**src/rtl/debug_poke.sv**
```systemverilog
// Debugger write path: select a register/memory target from the switches, shift in
// eight hex nibbles on debounced key presses, then issue one strobe/ack write.
module debug_poke #(
  parameter int unsigned DEBOUNCE_CYCLES = 50000,
  parameter int unsigned ACK_TIMEOUT     = 255
) (
  input  logic        Clk,
  input  logic        Rst,
  input  logic [9:0]  switches,
  input  logic        keyN,
  input  logic        halted,
  input  logic        wrAck,
  output logic        regWrEn,
  output logic [4:0]  regWrAddr,
  output logic        memWrEn,
  output logic [31:0] memWrAddr,
  output logic [31:0] wrData,
  output logic [31:0] preview,
  output logic [3:0]  nibbleCount,
  output logic        busy,
  output logic        err
);

  localparam int unsigned DCW = (DEBOUNCE_CYCLES > 1) ? $clog2(DEBOUNCE_CYCLES) : 1;
  localparam int unsigned ACW = (ACK_TIMEOUT > 1) ? $clog2(ACK_TIMEOUT) : 1;

  localparam logic [1:0] S_IDLE  = 2'd0;
  localparam logic [1:0] S_ENTRY = 2'd1;
  localparam logic [1:0] S_WRITE = 2'd2;
  localparam logic [1:0] S_DONE  = 2'd3;

  logic           sync1_q, sync2_q, deb_q, deb_d, press_q;
  logic [DCW-1:0] dcnt_q, dcnt_d;

  logic [1:0]     state_q, state_d;
  logic           tgt_q, tgt_d;
  logic           err_q, err_d;
  logic [4:0]     raddr_q, raddr_d;
  logic [31:0]    maddr_q, maddr_d;
  logic [31:0]    data_q, data_d;
  logic [3:0]     nib_q, nib_d;
  logic [ACW-1:0] to_q, to_d;

  // Debounced level only moves after DEBOUNCE_CYCLES consecutive disagreeing samples.
  always_comb begin
    deb_d  = deb_q;
    dcnt_d = '0;
    if (sync2_q != deb_q) begin
      if (dcnt_q == DCW'(DEBOUNCE_CYCLES - 1)) deb_d = sync2_q;
      else                                     dcnt_d = dcnt_q + 1'b1;
    end
  end

  always_ff @(posedge Clk) begin
    if (!Rst) begin
      sync1_q <= 1'b1;
      sync2_q <= 1'b1;
      deb_q   <= 1'b1;
      dcnt_q  <= '0;
      press_q <= 1'b0;
    end else begin
      sync1_q <= keyN;
      sync2_q <= sync1_q;
      deb_q   <= deb_d;
      dcnt_q  <= dcnt_d;
      press_q <= deb_q & ~deb_d;
    end
  end

  always_comb begin
    state_d = state_q;
    tgt_d   = tgt_q;
    err_d   = err_q;
    raddr_d = raddr_q;
    maddr_d = maddr_q;
    data_d  = data_q;
    nib_d   = nib_q;
    to_d    = to_q;
    case (state_q)
      S_IDLE: begin
        if (press_q && halted) begin
          if (!switches[9] && switches[4:0] == 5'd0) begin
            err_d = 1'b1;
          end else begin
            err_d  = 1'b0;
            tgt_d  = switches[9];
            if (switches[9]) maddr_d = {23'b0, switches[8:0]};
            else             raddr_d = switches[4:0];
            data_d  = '0;
            nib_d   = '0;
            state_d = S_ENTRY;
          end
        end
      end
      S_ENTRY: begin
        // Losing halt takes priority over a simultaneous press.
        if (!halted) begin
          err_d   = 1'b1;
          state_d = S_IDLE;
        end else if (press_q) begin
          data_d = {data_q[27:0], switches[3:0]};
          nib_d  = nib_q + 4'd1;
          if (nib_q == 4'd7) begin
            to_d    = '0;
            state_d = S_WRITE;
          end
        end
      end
      S_WRITE: begin
        if (wrAck) begin
          state_d = S_DONE;
        end else if (to_q == ACW'(ACK_TIMEOUT - 1)) begin
          err_d   = 1'b1;
          state_d = S_IDLE;
        end else begin
          to_d = to_q + 1'b1;
        end
      end
      default: state_d = S_IDLE;
    endcase
  end

  always_ff @(posedge Clk) begin
    if (!Rst) begin
      state_q <= S_IDLE;
      tgt_q   <= 1'b0;
      err_q   <= 1'b0;
      raddr_q <= '0;
      maddr_q <= '0;
      data_q  <= '0;
      nib_q   <= '0;
      to_q    <= '0;
    end else begin
      state_q <= state_d;
      tgt_q   <= tgt_d;
      err_q   <= err_d;
      raddr_q <= raddr_d;
      maddr_q <= maddr_d;
      data_q  <= data_d;
      nib_q   <= nib_d;
      to_q    <= to_d;
    end
  end

  assign regWrEn     = (state_q == S_WRITE) && !tgt_q;
  assign memWrEn     = (state_q == S_WRITE) && tgt_q;
  assign regWrAddr   = raddr_q;
  assign memWrAddr   = maddr_q;
  assign wrData      = data_q;
  assign preview     = data_q;
  assign nibbleCount = nib_q;
  assign busy        = (state_q != S_IDLE);
  assign err         = err_q;

endmodule
```
**config.mk**
```make
export PLATFORM = sky130hd
export DESIGN_NAME = debug_poke
export DESIGN_NICKNAME = d
export VERILOG_FILES = /design/src/rtl/debug_poke.sv
export SDC_FILE = /design/constraint.sdc
export NUM_CORES = 1
export LEC_CHECK = 0
export ABC_AREA = 1
export CORE_MARGIN = 1
export CORE_UTILIZATION = 40
export CTS_BUF_LIST = sky130_fd_sc_hd__clkbuf_16
export DETAILED_ROUTE_END_ITERATION = 10
export GPL_TIMING_DRIVEN = 0
export HOLD_SLACK_MARGIN = 0.1
export PLACE_DENSITY = 0.74
export SYNTH_ARGS = -nofsm -noshare
export SYNTH_HDL_FRONTEND = slang
export SYNTH_SLANG_ARGS = --single-unit
```
**constraint.sdc**
```tcl
create_clock -name Clk -period 3.6 [get_ports Clk]
set_input_delay 0.72 -clock Clk [delete_from_list [all_inputs] [get_ports Clk]]
set_output_delay 0.72 -clock Clk [all_outputs]
set_load 0.01 [all_outputs]
```
# After elaboration in Yosys (flattened, before gate mapping)
# Index checks and enable logic that the tools add are counted.
# word_totals
regBits	82
output_inout_bits	109
elab_cells	92
# classes
addsub	3
n_eq_ne	18
mux	32
n_bitwise	6
n_reduce_logical	20
# op_table
operator	count
2-to-1 mux 32 bit	4
one-hot mux 32 bit (2 select lines)	1
2-to-1 mux 8 bit	5
!= test 2 bit (second input constant)	9
adder 16 x 1 -> 16 bit (second input constant)	1
== test 16 bit (second input constant)	1
2-to-1 mux 4 bit	4
one-hot mux 8 bit (2 select lines)	1
AND reduction 5 bit	3
2-to-1 mux 2 bit	7
!= test 3 bit (second input constant)	3
adder 8 x 1 -> 8 bit (second input constant)	1
== test 8 bit (second input constant)	1
one-hot mux 4 bit (2 select lines)	1
AND reduction 4 bit	2
2-to-1 mux 1 bit	7
one-hot mux 2 bit (3 select lines)	1
AND reduction 6 bit	1
nonzero test 2 bit	3
zero test 5 bit	1
NOT 1 bit	5
adder 4 x 1 -> 4 bit (second input constant)	1
== test 4 x 3 -> 1 bit (second input constant)	1
logical AND 1 bit	4
10 further kinds	11

# Longest topological paths before layout
# depth
ltp_word	5
mapped_depth	11
mapped_depth_nobuf	11

# Worst setup path before layout
# OpenSTA, ideal clock, no wires.
# synth_timing
path_kind	input to register
start	input switches[2]
end	register data_q[12] (netlist: preview[12])
setup_ns	0.112
arrival_time_ns	1.577
setup_slack_ns	1.912
cell_stages	10
path_buffers	2
path_cell_list	nor2_2 -> nand2_1 -> nor2_4 -> nand3_4 -> nand2_4 -> inv_4 -> buf_6 -> buf_8 -> nor2_2 -> nor2_1
# synth_via
elab_chain_cells	4
# synth_rtl
element	line_no	rtl
start, declared	9	input logic [9:0] switches,
zero test 5 bit	82	if (!switches[9] && switches[4:0] == 5'd0) begin
logical AND 1 bit	82	
!= test 2 bit (no source line)	n/a	
AND reduction 5 bit (no source line)	n/a	
end signal, assigned	139	data_q <= data_d;
end, declared	40	logic [31:0] data_q, data_d;
# Every way passes these cells.
# A chain may end at the register's enable or synchronous reset.

# Worst setup path after layout
# layout_timing
start	register state_q[0]
end	output regWrEn
# layout_via
elab_chain_cells	2
# layout_rtl
element	line_no	rtl
start, declared	35	logic [1:0] state_q, state_d;
start signal, assigned	134	state_q <= state_d;
== test 2 bit	145	assign regWrEn = (state_q == S_WRITE) && !tgt_q;
logical AND 1 bit	145	
end, declared	13	output logic regWrEn,
# Every way passes these cells.

==> impl_metrics.csv <==
group,metric,value,unit
layout,num-nets-final,784,
logic_synthesis,synthesized_area_fraction_occupied_by_and_or_nand_nor_cells,36.5,%
placement,placement.setup.worst_slack,1220,ps
floorplan,fp.dieW,106,um
run_status,run_status,"finished, final reports clean",
global_routing,first_global_vias,3798,
layout,area_delta_synth_final,36.7,%
critical_path,endpoint_kind,"primary output",
sta,max_freq,0.372,GHz
logic_synthesis,postSynthRegisterBits,82,
flow_run,cap_viol_max_count,0,
placement,io_buffers,99,
sta,grt_setup_unrepaired,"no",
sta,final_period_minus_worst_setup_slack,2690,ps
global_routing,grt_max_degree,17,
cts,numClockSinks,82,
critical_path,timing.critical_path.from_type,"flop",
cts,tritoncts_clock_tree,"yes",
route,postRouteAntennaNets,0,
logic_synthesis,synth_xor_area_share,1.43,%
critical_path,critical_path_fanouts_max,8,
critical_path,critical-path-slowest-cell,"clkdlybuf4s50_1",
sta,clock_skew,7.40,ps
logic_synthesis,yosys-mux-area-fraction,0,%
logic_synthesis,synth.yosys.warnings,0,
logic_synthesis,post_synth.cell_area_avg,6.83,um2
route,post_drt_wl_per_cell,11.1,um
logic_synthesis,synth_sequential_area_ratio,38.2,%
cts,cts_max_path_buffers,2,
global_routing,gr-usage-all-layers,18.4,%
critical_path,critical_path_class,"reg2out",
sta,max_slew_margin,66.3,%
global_routing,overflow,0,
logic_synthesis,netlist-cell-type-count,33,
cts,cts_max_level,3,
floorplan,io-pin-count,124,
route,detail_route.wirelength,10.0,mm
logic_synthesis,fraction_of_the_mapped_netlist_area_in_compound_gates,5.07,%
power,leakage,2.41,nW
sta,fin_crit_sh,74.7,%
sta,final.hold.worst_slack,421,ps
power,power.density,436,mW/mm2
sta,fin_setup_tns,0,ps
critical_path,crit_path_cell_trace,"inv_1, ha_1, buf_2, inv_1, nor2_1, clkdlybuf4s50_1",
layout,antennaDiodeCount,0,
sta,report.final.slew_viol_count,0,
sta,finalHoldViolations,0,
critical_path,worst-endpoint-required,2880,ps
layout,final.fill_count,975,
critical_path,timing.critical_path.mode_cell,"inv_1",
sta,postLayoutSetupSlackWorst,909,ps
logic_synthesis,synth-adder-area-share,2.33,%
cts,postCtsResizedCells,0,
route,drc_errors,0,
layout,layout-drive-gt1-share,15.4,%
floorplan,die-height,106,um
sta,max_slew.worst_pin.slew,505,ps
cts,clk_pin_slew,70,ps
cts,clock-root-buffer,"clkbuf_16",
layout,final_core_utilization,56.6,%
route,num_vias,4135,
floorplan,initial_core_util,41.4,%
logic_synthesis,largest_family_of_logic_cells_by_synthesized_area,"simple AND/OR/NAND/NOR gates",
floorplan,placementRows,37,
sta,setup_viol,0,
global_routing,grt_antenna_before_repair,0,
cts,worstSkewPairLatency,340,ps
critical_path,crit_arrival,1970,ps
critical_path,crit_path_max_incr_delay,550,ps
cts,cts_buffers,9,
cts,post_cts_hold_buffer_count,0,
route,firstDrtPassIters,5,
placement,hpwl,7.42,mm
logic_synthesis,syn-cell-area,0.00430,mm2
power,peakVddDrop,0.239,mV
floorplan,dieArea,0.0112,mm2
placement,finalWeightedCongestion,0.879,
hold_path,hold_class,"reg2reg",
route,post_drt_via_cell_ratio,4.58,
floorplan,core-area,0.0104,mm2
route,drtIter0Drc,225,
logic_synthesis,syn-instance-count,629,
global_routing,global_route_wire_length_before_repair,16.9,mm
cts,post_cts_buffers,0,
-- metrics by stage --
stage	instances	cell area, um2	power, W
after global placement	886	5540	0.00152
after CTS	902	5870	0.00257
after detailed placement	886	5540	0.00154
final	902	5870	0.00256
after floorplan	651	4380	0.00139
after global routing	902	5870	0.00269
-- cell families (layout without fill, tap and decap cells) --
logic type,after synthesis,in the layout
AND/OR/NAND/NOR,371,371
AO/OA/AOI/OAI,40,40
adder cells (fa/ha/maj),8,8
flip-flops,82,82
other,1,23
buffers and inverters,120,235
XOR/XNOR,7,7
-- path summary, 6_finish.rpt --
check / cells past startpoint / endpoint / slack (ps) / startpoint
worst max register to register: 9 / tgt_q / 1830 / state_q[0]
worst max-delay path: 6 / regWrEn / 910 / state_q[0]
worst min register to register: 1 / sync2_q / 420 / sync1_q
worst min-delay path: 1 / sync2_q / 420 / sync1_q
-- state kept, by name, summed over array words and instances (netlist names), 2 cells and up --
signal	count
dcnt_q	16
regWrAddr	5
nibbleCount	4
to_q	8
memWrAddr	9
state_q	2
preview	32
-- metal layers --
metal | global-route usage, % | routed length (um)
met5 | 0 | 0
met4 | 7.24 | 147
met3 | 4.27 | 702
met2 | 31.7 | 4790
met1 | 22.0 | 4400
-- power breakdown --
| part | internal [W] | switching (W) |
|---|---|---|
| Combinational | 0.000192 | 0.000366 |
| Sequential | 0.000942 | 0.0000308 |
| Clock | 0.000622 | 0.000403 |
| Total | 0.00176 | 0.000800 |
-- layout by cell type (no fill, tap or decap), types with 2 or more instances in the layout --
| cell type | n |
|---|---|
| buf_2 | 7 |
| xor2_1 | 6 |
| inv_6 | 4 |
| or2_2 | 3 |
| inv_2 | 2 |
| inv_1 | 40 |
| o21ai_0 | 21 |
| bufinv_16 | 2 |
| nor3_2 | 2 |
| nand4_1 | 9 |
| nor2_2 | 22 |
| nor3_1 | 8 |
| conb_1 | 23 |
| dfxtp_1 | 82 |
| a21oi_1 | 16 |
| nor2_1 | 120 |
| nor3b_1 | 2 |
| clkdlybuf4s50_1 | 99 |
| nand3_1 | 22 |
| clkbuf_16 | 9 |
| ha_1 | 8 |
| buf_4 | 57 |
| clkbuf_1 | 8 |
| buf_8 | 2 |
| nand2_1 | 179 |
-- cells in the mapped netlist, drive strengths merged --
master	n	area (um2)
a21oi	18	105
buf	68	508
clkbuf	8	30.0
clkinv	1	3.75
conb	1	3.75
dfxtp	82	1640
ha	8	100
inv	43	164
nand2	180	683
nand3	23	128
nand4	9	56.3
nor2	143	599
nor3	10	60.1
nor3b	2	15.0
o211ai	1	7.51
o21ai	21	105
or2	4	25.0
xnor2	1	8.76
xor2	6	52.6
-- critical path, delay by kind of cell, from the launching register on --
kind,cells,cell delay (ps)
fa+ha+maj,1,160
buf+inv,4,990
flops,1,330
simple gates,1,140
-- layout make-up --
class / count / area [um2] / share of cell area, %
tap: 136 / 170 / 2.90
clock inverter: 7 / 106 / 1.81
sequential: 82 / 1640 / 28.0
buffer: 76 / 538 / 9.16
timing repair buffer: 99 / 991 / 16.9
multi-input combinational: 449 / 2030 / 34.6
inverter: 44 / 168 / 2.86
clock buffer: 9 / 225 / 3.84
Power figures use the tool's default switching activity.
